--- src/rtl/ula_video_pkg.sv ---
`default_nettype none
// +----------------------------------------------------------------------+
// | Module   : ula_video_pkg                                             |
// | Purpose  : Shared constants and types for the ULA video path:        |
// |            line geometry, line-buffer address width, the packed      |
// |            {i,r,g,b} pixel type and the ping-pong bank selector.     |
// | Revision : 1.0  initial release                                      |
// +----------------------------------------------------------------------+
package ula_video_pkg;

   localparam int LINE_LEN = 448;  // pixels per ULA line / clk14 cycles per output line
   localparam int HSYNC_W  = 54;   // output hsync width in clk14 cycles
   localparam int AW       = 9;    // line-buffer address width, 2**AW >= LINE_LEN

   typedef struct packed {
      logic i;
      logic r;
      logic g;
      logic b;
   } rgbi_t;

   typedef enum logic {
      BANK_A = 1'b0,
      BANK_B = 1'b1
   } bank_t;

   function automatic bank_t other_bank(input bank_t b);
      return (b == BANK_A) ? BANK_B : BANK_A;
   endfunction

endpackage
`default_nettype wire

--- src/rtl/scandbl_linebuf.sv ---
`default_nettype none
// +----------------------------------------------------------------------+
// | Module   : scandbl_linebuf                                           |
// | Purpose  : Simple dual-port line buffer holding two ULA lines (one   |
// |            bank per line). One write port, one registered read port, |
// |            no reset so it maps onto block RAM.                       |
// | Ports    : clk14        - clock                                      |
// |            we/waddr/wdata - write port, MSB of address is the bank   |
// |            raddr/rdata  - read port, rdata valid one cycle later     |
// | Revision : 1.0  initial release                                      |
// +----------------------------------------------------------------------+
module scandbl_linebuf
   import ula_video_pkg::*;
#(
   parameter int ADDR_W = AW + 1
)(
   input  logic              clk14,
   input  logic              we,
   input  logic [ADDR_W-1:0] waddr,
   input  rgbi_t             wdata,
   input  logic [ADDR_W-1:0] raddr,
   output rgbi_t             rdata
);

   rgbi_t r_mem [0:(2**ADDR_W)-1];

   always_ff @(posedge clk14) begin
      if (we) begin
         r_mem[waddr] <= wdata;
      end
      rdata <= r_mem[raddr];
   end

endmodule
`default_nettype wire

--- src/rtl/ula_scandoubler.sv ---
`default_nettype none
// +----------------------------------------------------------------------+
// | Module   : ula_scandoubler                                           |
// | Purpose  : Captures each 15.6 kHz ULA line into a ping-pong buffer   |
// |            and replays it twice at clk14, giving 31 kHz RGBI.        |
// |            Bypass mode registers the 15 kHz signals straight out.    |
// | Ports    : clk14, rst_n (async, active low), pix_ce (clk7 enable),   |
// |            scandbl_en (1 = doubled), r/g/b/i_in, hsync_n_in,         |
// |            vsync_n_in; r/g/b/i_o, hsync_n_o, vsync_n_o, line_odd_o.  |
// | Revision : 1.0  initial release                                      |
// +----------------------------------------------------------------------+
module ula_scandoubler
   import ula_video_pkg::*;
(
   input  logic clk14,
   input  logic rst_n,
   input  logic pix_ce,
   input  logic scandbl_en,
   input  logic r_in,
   input  logic g_in,
   input  logic b_in,
   input  logic i_in,
   input  logic hsync_n_in,
   input  logic vsync_n_in,
   output logic r_o,
   output logic g_o,
   output logic b_o,
   output logic i_o,
   output logic hsync_n_o,
   output logic vsync_n_o,
   output logic line_odd_o
);

   localparam logic [AW:0]   c_wr_end  = (AW+1)'(LINE_LEN);
   localparam logic [AW:0]   c_wr_one  = (AW+1)'(1);
   localparam logic [AW-1:0] c_rd_last = AW'(LINE_LEN - 1);
   localparam logic [AW-1:0] c_rd_one  = AW'(1);
   localparam logic [AW-1:0] c_hs_w    = AW'(HSYNC_W);

   logic          r_hs_prev;
   logic          w_ls;
   logic [AW:0]   r_wr_x;      // one bit wider so it can saturate at LINE_LEN
   bank_t         r_wbank;
   bank_t         r_rbank;
   logic [AW-1:0] r_rd_x;
   logic          r_line_odd;
   logic          r_mode;
   logic          r_run;       // set by the first line start after reset

   // first pipeline stage, aligned with the RAM read register
   logic [AW-1:0] r_rd_x_d1;
   logic          r_odd_d1;
   logic          r_run_d1;
   logic          r_vs_line;

   logic          w_we;
   logic [AW:0]   w_waddr;
   logic [AW:0]   w_raddr;
   rgbi_t         w_wdata;
   rgbi_t         w_rdata;

   always_comb begin
      w_ls    = pix_ce & r_hs_prev & ~hsync_n_in;
      w_wdata = '{i: i_in, r: r_in, g: g_in, b: b_in};
      w_we    = 1'b0;
      w_waddr = {r_wbank, r_wr_x[AW-1:0]};
      if (w_ls) begin
         // the bank toggle wins: the line-start pixel opens the new bank
         w_we    = 1'b1;
         w_waddr = {other_bank(r_wbank), {AW{1'b0}}};
      end else if (pix_ce && (r_wr_x < c_wr_end)) begin
         w_we    = 1'b1;
      end
      w_raddr = {r_rbank, r_rd_x};
   end

   scandbl_linebuf #(
      .ADDR_W (AW + 1)
   ) u_linebuf (
      .clk14  (clk14),
      .we     (w_we),
      .waddr  (w_waddr),
      .wdata  (w_wdata),
      .raddr  (w_raddr),
      .rdata  (w_rdata)
   );

   // write side: capture one ULA line per bank
   always_ff @(posedge clk14 or negedge rst_n) begin
      if (!rst_n) begin
         r_hs_prev <= 1'b1;
         r_wr_x    <= '0;
         r_wbank   <= BANK_A;
      end else if (pix_ce) begin
         r_hs_prev <= hsync_n_in;
         if (w_ls) begin
            r_wr_x  <= c_wr_one;
            r_wbank <= other_bank(r_wbank);
         end else if (r_wr_x < c_wr_end) begin
            r_wr_x  <= r_wr_x + c_wr_one;
         end
      end
   end

   // read side: free-running replay, resynchronised by every line start
   always_ff @(posedge clk14 or negedge rst_n) begin
      if (!rst_n) begin
         r_rd_x     <= '0;
         r_rbank    <= BANK_A;
         r_line_odd <= 1'b0;
         r_mode     <= 1'b1;
         r_run      <= 1'b0;
      end else begin
         if (w_ls) begin
            r_rd_x     <= '0;
            r_rbank    <= r_wbank;   // the bank that just closed
            r_line_odd <= 1'b0;
            r_run      <= 1'b1;
         end else if (r_rd_x == c_rd_last) begin
            r_rd_x     <= '0;
            r_line_odd <= ~r_line_odd;
         end else begin
            r_rd_x     <= r_rd_x + c_rd_one;
         end
         // mode only changes at an output line boundary
         if (r_rd_x == '0) begin
            r_mode <= scandbl_en;
         end
      end
   end

   always_ff @(posedge clk14 or negedge rst_n) begin
      if (!rst_n) begin
         r_rd_x_d1 <= '0;
         r_odd_d1  <= 1'b0;
         r_run_d1  <= 1'b0;
         r_vs_line <= 1'b1;
      end else begin
         r_rd_x_d1 <= r_rd_x;
         r_odd_d1  <= r_line_odd;
         r_run_d1  <= r_run;
         if (r_rd_x == '0) begin
            r_vs_line <= vsync_n_in;
         end
      end
   end

   // output register; until the first line start the doubled output stays
   // at idle levels so a syncless input produces a quiet screen
   always_ff @(posedge clk14 or negedge rst_n) begin
      if (!rst_n) begin
         {i_o, r_o, g_o, b_o} <= 4'b0000;
         hsync_n_o            <= 1'b1;
         vsync_n_o            <= 1'b1;
         line_odd_o           <= 1'b0;
      end else if (r_mode) begin
         if (r_run_d1) begin
            {i_o, r_o, g_o, b_o} <= w_rdata;
            hsync_n_o            <= (r_rd_x_d1 >= c_hs_w);
            vsync_n_o            <= r_vs_line;
            line_odd_o           <= r_odd_d1;
         end else begin
            {i_o, r_o, g_o, b_o} <= 4'b0000;
            hsync_n_o            <= 1'b1;
            vsync_n_o            <= 1'b1;
            line_odd_o           <= 1'b0;
         end
      end else if (pix_ce) begin
         {i_o, r_o, g_o, b_o} <= {i_in, r_in, g_in, b_in};
         hsync_n_o            <= hsync_n_in;
         vsync_n_o            <= vsync_n_in;
         line_odd_o           <= 1'b0;
      end
   end

endmodule
`default_nettype wire
--- config.mk ---
export PLATFORM = sky130hd
export DESIGN_NAME = ula_scandoubler
export DESIGN_NICKNAME = d
export VERILOG_FILES = /design/src/rtl/ula_video_pkg.sv /design/src/rtl/scandbl_linebuf.sv /design/src/rtl/ula_scandoubler.sv
export SDC_FILE = /design/constraint.sdc
export NUM_CORES = 2
export LEC_CHECK = 0
export BUFFER_PORTS_ARGS = -buffer_cell sky130_fd_sc_hd__buf_2
export CAP_MARGIN = 20
export CORE_MARGIN = 4
export CORE_UTILIZATION = 45
export DETAILED_ROUTE_END_ITERATION = 7
export PLACE_DENSITY = 0.7
export SLEW_MARGIN = 20
export SYNTH_ARGS = -nofsm -noshare
export SYNTH_HDL_FRONTEND = slang
export SYNTH_SLANG_ARGS = --single-unit
--- constraint.sdc ---
create_clock -name clk14 -period 2.65 [get_ports clk14]
set_input_delay 0.265 -clock clk14 [delete_from_list [all_inputs] [get_ports clk14]]
set_output_delay 0.265 -clock clk14 [all_outputs]
set_load 0.01 [all_outputs]
==> flow_metrics.tcl <==
set metrics [dict create \
    finalMaxSlewViolations 0 \
    rsz_0062_raised_after_global_routing "yes" \
    synth.cell_area_sq_um 163000 \
    grt_pass1_vias 91700 \
    source_of_the_worst_register_to_register_timing_path "r_rd_x[0]" \
    final.min_clock_period_ns 3.59 \
    clock_tree.buffer_depth 4 \
    postSynthCellCount 8084 \
    global_route.overflow_total 0 \
    floorplan.io_pins 17 \
    fp.dieW_um 610 \
    timing.critical_path.from_type "flop" \
    power.net_switching_mw 54.7 \
    setup_viol_count_final 6 \
    grtUsageTotal_pct 25.7 \
    setup_slack_ns -0.937 \
    detailroute.via_count 92500 \
    route.detailed.vias_per_inst 6.12 \
    area_of_the_die_sq_um 372000 \
    p_comb_share_pct 28.0 \
    reg2reg_to "u_linebuf.rdata[3]" \
    drc_errors 0 \
    iter_0_drt_violations 14900 \
    clkLatencyLatePin_ns 1.00 \
    async_reset_ff_share_pct 1.04 \
    port_buffers 16 \
    cts-buffers-inserted 404 \
    seq_area_frac_synth_pct 76.2 \
    commonest_cells_after_routing_fill_and_taps_aside "4,096 x sky130_fd_sc_hd__edfxtp_1, 1,143 x sky130_fd_sc_hd__buf_4, 933 x sky130_fd_sc_hd__nor2_1, 925 x sky130_fd_sc_hd__mux4_2, 512 x sky130_fd_sc_hd__conb_1" \
    cts_tree "yes" \
    worst_r2r_path_cells 10 \
    power_frac_seq_pct 40.4 \
    cts_root_buffer "sky130_fd_sc_hd__clkbuf_16" \
    grt_first_pass_wirelength_um 684000 \
    synth-edff-count 4096 \
    run_status "complete, but fails checks" \
    drt_first_pass_iters 6 \
    worstSetupPathType "flop to flop" \
    clkSinkCount 4143 \
    failed_checks "setup timing" \
    prevailing_post_synth_register_cell "sky130_fd_sc_hd__edfxtp_1" \
    finalWirelength_um 489000 \
    die-height_um 610 \
    num-nets-final 9987 \
    antenna_found_initial 35 \
    max_freq_mhz 279 \
    yosys-top-cells-area "sky130_fd_sc_hd__edfxtp_1 76%, sky130_fd_sc_hd__mux4_2 13%, sky130_fd_sc_hd__nor2_1 2.3%" \
    pin_count_of_the_biggest_net_entering_global_routing 204 \
    synth.lib_cells_used.distinct 79 \
    fp-row-count 220 \
    worst-endpoint-required_ns 3.48 \
    cellLeakagePower_nw 65.6 \
    cell_internal_pwr_mw 128 \
    timing.slew.headroom_pct 19.8 \
    core_area_sq_um 360000 \
    start_util_pct 45.3 \
    yosys_warnings 0 \
    ant_nets 0 \
    crit_arrival_ns 4.42 \
    cts-htree-levels 5 \
    clock_power_share_pct 31.6 \
    timing.reg2reg.setup_slack_ns -0.94 \
    critical_path_peak_fanout 7 \
    areaGrowthSynthToFinish_pct 21.4 \
    layout-drive-gt1-share_pct 31.9 \
    leading_cell_type_in_the_layout_fill_and_taps_excluded "sky130_fd_sc_hd__edfxtp_1" \
    synth.ff_latch_count 4143 \
    setup.worst_path.end "u_linebuf.rdata[3]" \
    switching_share_pct 30.0 \
    worst_slew_pin_slew_ns 1.20 \
    cp_capture_type "flop" \
    timing.critical_path.from "r_rd_x[0]" \
    vdd.ir_drop.worst_uv 675 \
    avgRoutedWirePerCell_um 32.4 \
    finalSetupTns_ns -3.72 \
    yosys.area.top_type_share_pct 75.5 \
    fin_worst_skew_ns 0.0950 \
    hold_violations 0 \
    layout.filler_cells 26400 \
    cap_violations 0 \
    hold_path.class "input pin to flop" \
    gp_congestion 0.945 \
    clk_transition_reported_paths_ns 0.07 \
    detailed_place_hpwl_um 321000 \
    synth.avg_cell_area_sq_um 20.1 \
    layout_worst_path_cycle_share_pct 135 \
    finalPower_mw 182 \
    synth_area_leader_cell "sky130_fd_sc_hd__edfxtp_1" \
    pwr_density_cell_nw_per_um2 922 \
]
-- area by class of cell --
class                   instances  area [sq um]  area share [%]
flip-flops and latches       4143        124000            62.8
multi-input cells            3898         38300            19.4
repair buffers               1516         15800            8.01
clock buffers                 493         10600            5.39
well taps                    4773          5970            3.02
clock inverters               257          2610            1.32
diodes                         32          80.1          0.0405
inverters                      11          48.8          0.0247
-- cell families after synthesis --
| logic type | Yosys count | synth area share [%] |
|---|---|---|
| simple gates | 1414 | 3.60 |
| buf+inv | 554 | 2.12 |
| flops | 4143 | 76.2 |
| xor+xnor | 14 | 0.0753 |
| compound gates | 702 | 3.04 |
| fa+ha+maj | 3 | 0.0230 |
| other cells | 1 | 0.00230 |
| mux | 1253 | 14.9 |
-- state kept, by name, summed over array words and instances, names as in the netlist, 4 cells and up --
register,flops
r_rd_x_d1,8
r_rd_x,9
u_linebuf.r_mem,4096
r_wr_x,10
u_linebuf.rdata,4
-- layer usage --
metal  global-route usage, %  up-vias  wire (um)
met4                    12.8       22      27900
met1                    34.0    47800     171000
met2                    39.1     6851     226000
met5                  0.0646        -        176
met3                    7.35     1234      64200
li1                        -    36600          -
-- power groups by stage --
stage          clock (mW)  combinational (mW)  sequential [mW]
6_report             57.6                51.0             73.7
4_1_cts              58.0                48.6             73.7
2_1_floorplan           0                22.9             74.7
3_5_place_dp            0                46.8             75.2
3_3_place_gp            0                46.5             75.1
5_1_grt              61.0                51.9             73.7
-- Yosys cell counts, types with 8 or more instances --
library cell               instances
sky130_fd_sc_hd__edfxtp_1       4096
sky130_fd_sc_hd__nor2_1          981
sky130_fd_sc_hd__mux4_2          923
sky130_fd_sc_hd__mux2i_1         291
sky130_fd_sc_hd__a22oi_1         239
sky130_fd_sc_hd__clkbuf_1        200
sky130_fd_sc_hd__nand2_1         164
sky130_fd_sc_hd__a21oi_1         108
sky130_fd_sc_hd__buf_2            95
sky130_fd_sc_hd__buf_1            83
sky130_fd_sc_hd__o21ai_0          82
sky130_fd_sc_hd__a221oi_1         71
sky130_fd_sc_hd__nor3_1           70
sky130_fd_sc_hd__buf_6            62
sky130_fd_sc_hd__buf_4            61
sky130_fd_sc_hd__nand3_1          61
sky130_fd_sc_hd__o22ai_1          43
sky130_fd_sc_hd__dfrtp_1          38
sky130_fd_sc_hd__mux2_2           29
sky130_fd_sc_hd__a22o_1           23
sky130_fd_sc_hd__o211ai_1         23
sky130_fd_sc_hd__nand4_1          21
sky130_fd_sc_hd__buf_12           20
sky130_fd_sc_hd__buf_8            20
sky130_fd_sc_hd__nor4_1           19
sky130_fd_sc_hd__nor2b_1          18
sky130_fd_sc_hd__and2_1           17
sky130_fd_sc_hd__a31oi_1          16
sky130_fd_sc_hd__a211oi_1         15
sky130_fd_sc_hd__nand2b_1         14
sky130_fd_sc_hd__and3_1           13
sky130_fd_sc_hd__o221ai_1         12
sky130_fd_sc_hd__mux4_1           10
sky130_fd_sc_hd__xnor2_1           9
sky130_fd_sc_hd__a221o_1           8
-- worst max-delay path: stages (launching register included) --
cell                        delay (ns)
sky130_fd_sc_hd__dfrtp_4          0.49
sky130_fd_sc_hd__buf_12           0.18
sky130_fd_sc_hd__buf_16           0.20
sky130_fd_sc_hd__buf_16           0.18
sky130_fd_sc_hd__buf_12           0.13
sky130_fd_sc_hd__mux4_2           0.50
sky130_fd_sc_hd__mux4_2           0.52
sky130_fd_sc_hd__o211ai_1         0.51
sky130_fd_sc_hd__a21oi_4          0.13
sky130_fd_sc_hd__o41ai_2          0.40
sky130_fd_sc_hd__a2111oi_2        0.13
-- per-stage QoR --
stage	hold WS [ns]	utilization [%]	area (sq um)	setup slack, ns	cells
3_5_place_dp	0.363	50.5	182000	-1.65	14200
2_1_floorplan	-0.0306	-	165000	-0.0298	8595
4_1_cts	0.0539	54.5	196000	-0.832	15000
6_report	0.0962	55.0	198000	-0.937	15100
3_3_place_gp	0.360	50.5	182000	-1.75	14200
5_1_grt	0.105	54.9	198000	-0.884	15100
-- worst min-delay path by stage --
stage / start / endpoint / slack, ns / depth (start not counted)
after floorplan: rst_n / b_o / -0.03 / 0
after global placement: r_run / r_run_d1 / 0.36 / 0
after detailed placement: r_run / r_run_d1 / 0.36 / 0
after CTS: scandbl_en / r_mode / 0.05 / 3
after global routing: scandbl_en / r_mode / 0.11 / 3
final: scandbl_en / r_mode / 0.1 / 3
-- what timing repair did --
item	in CTS	in global routing
setup buffers	33	70
pin swaps	29	47
setup endpoints to repair	18	261
hold buffers	9	0
endpoints found under the hold margin	893	0
resized for setup	125	156
cloned	8	12
No activity file was read; power rests on OpenSTA's default activity.
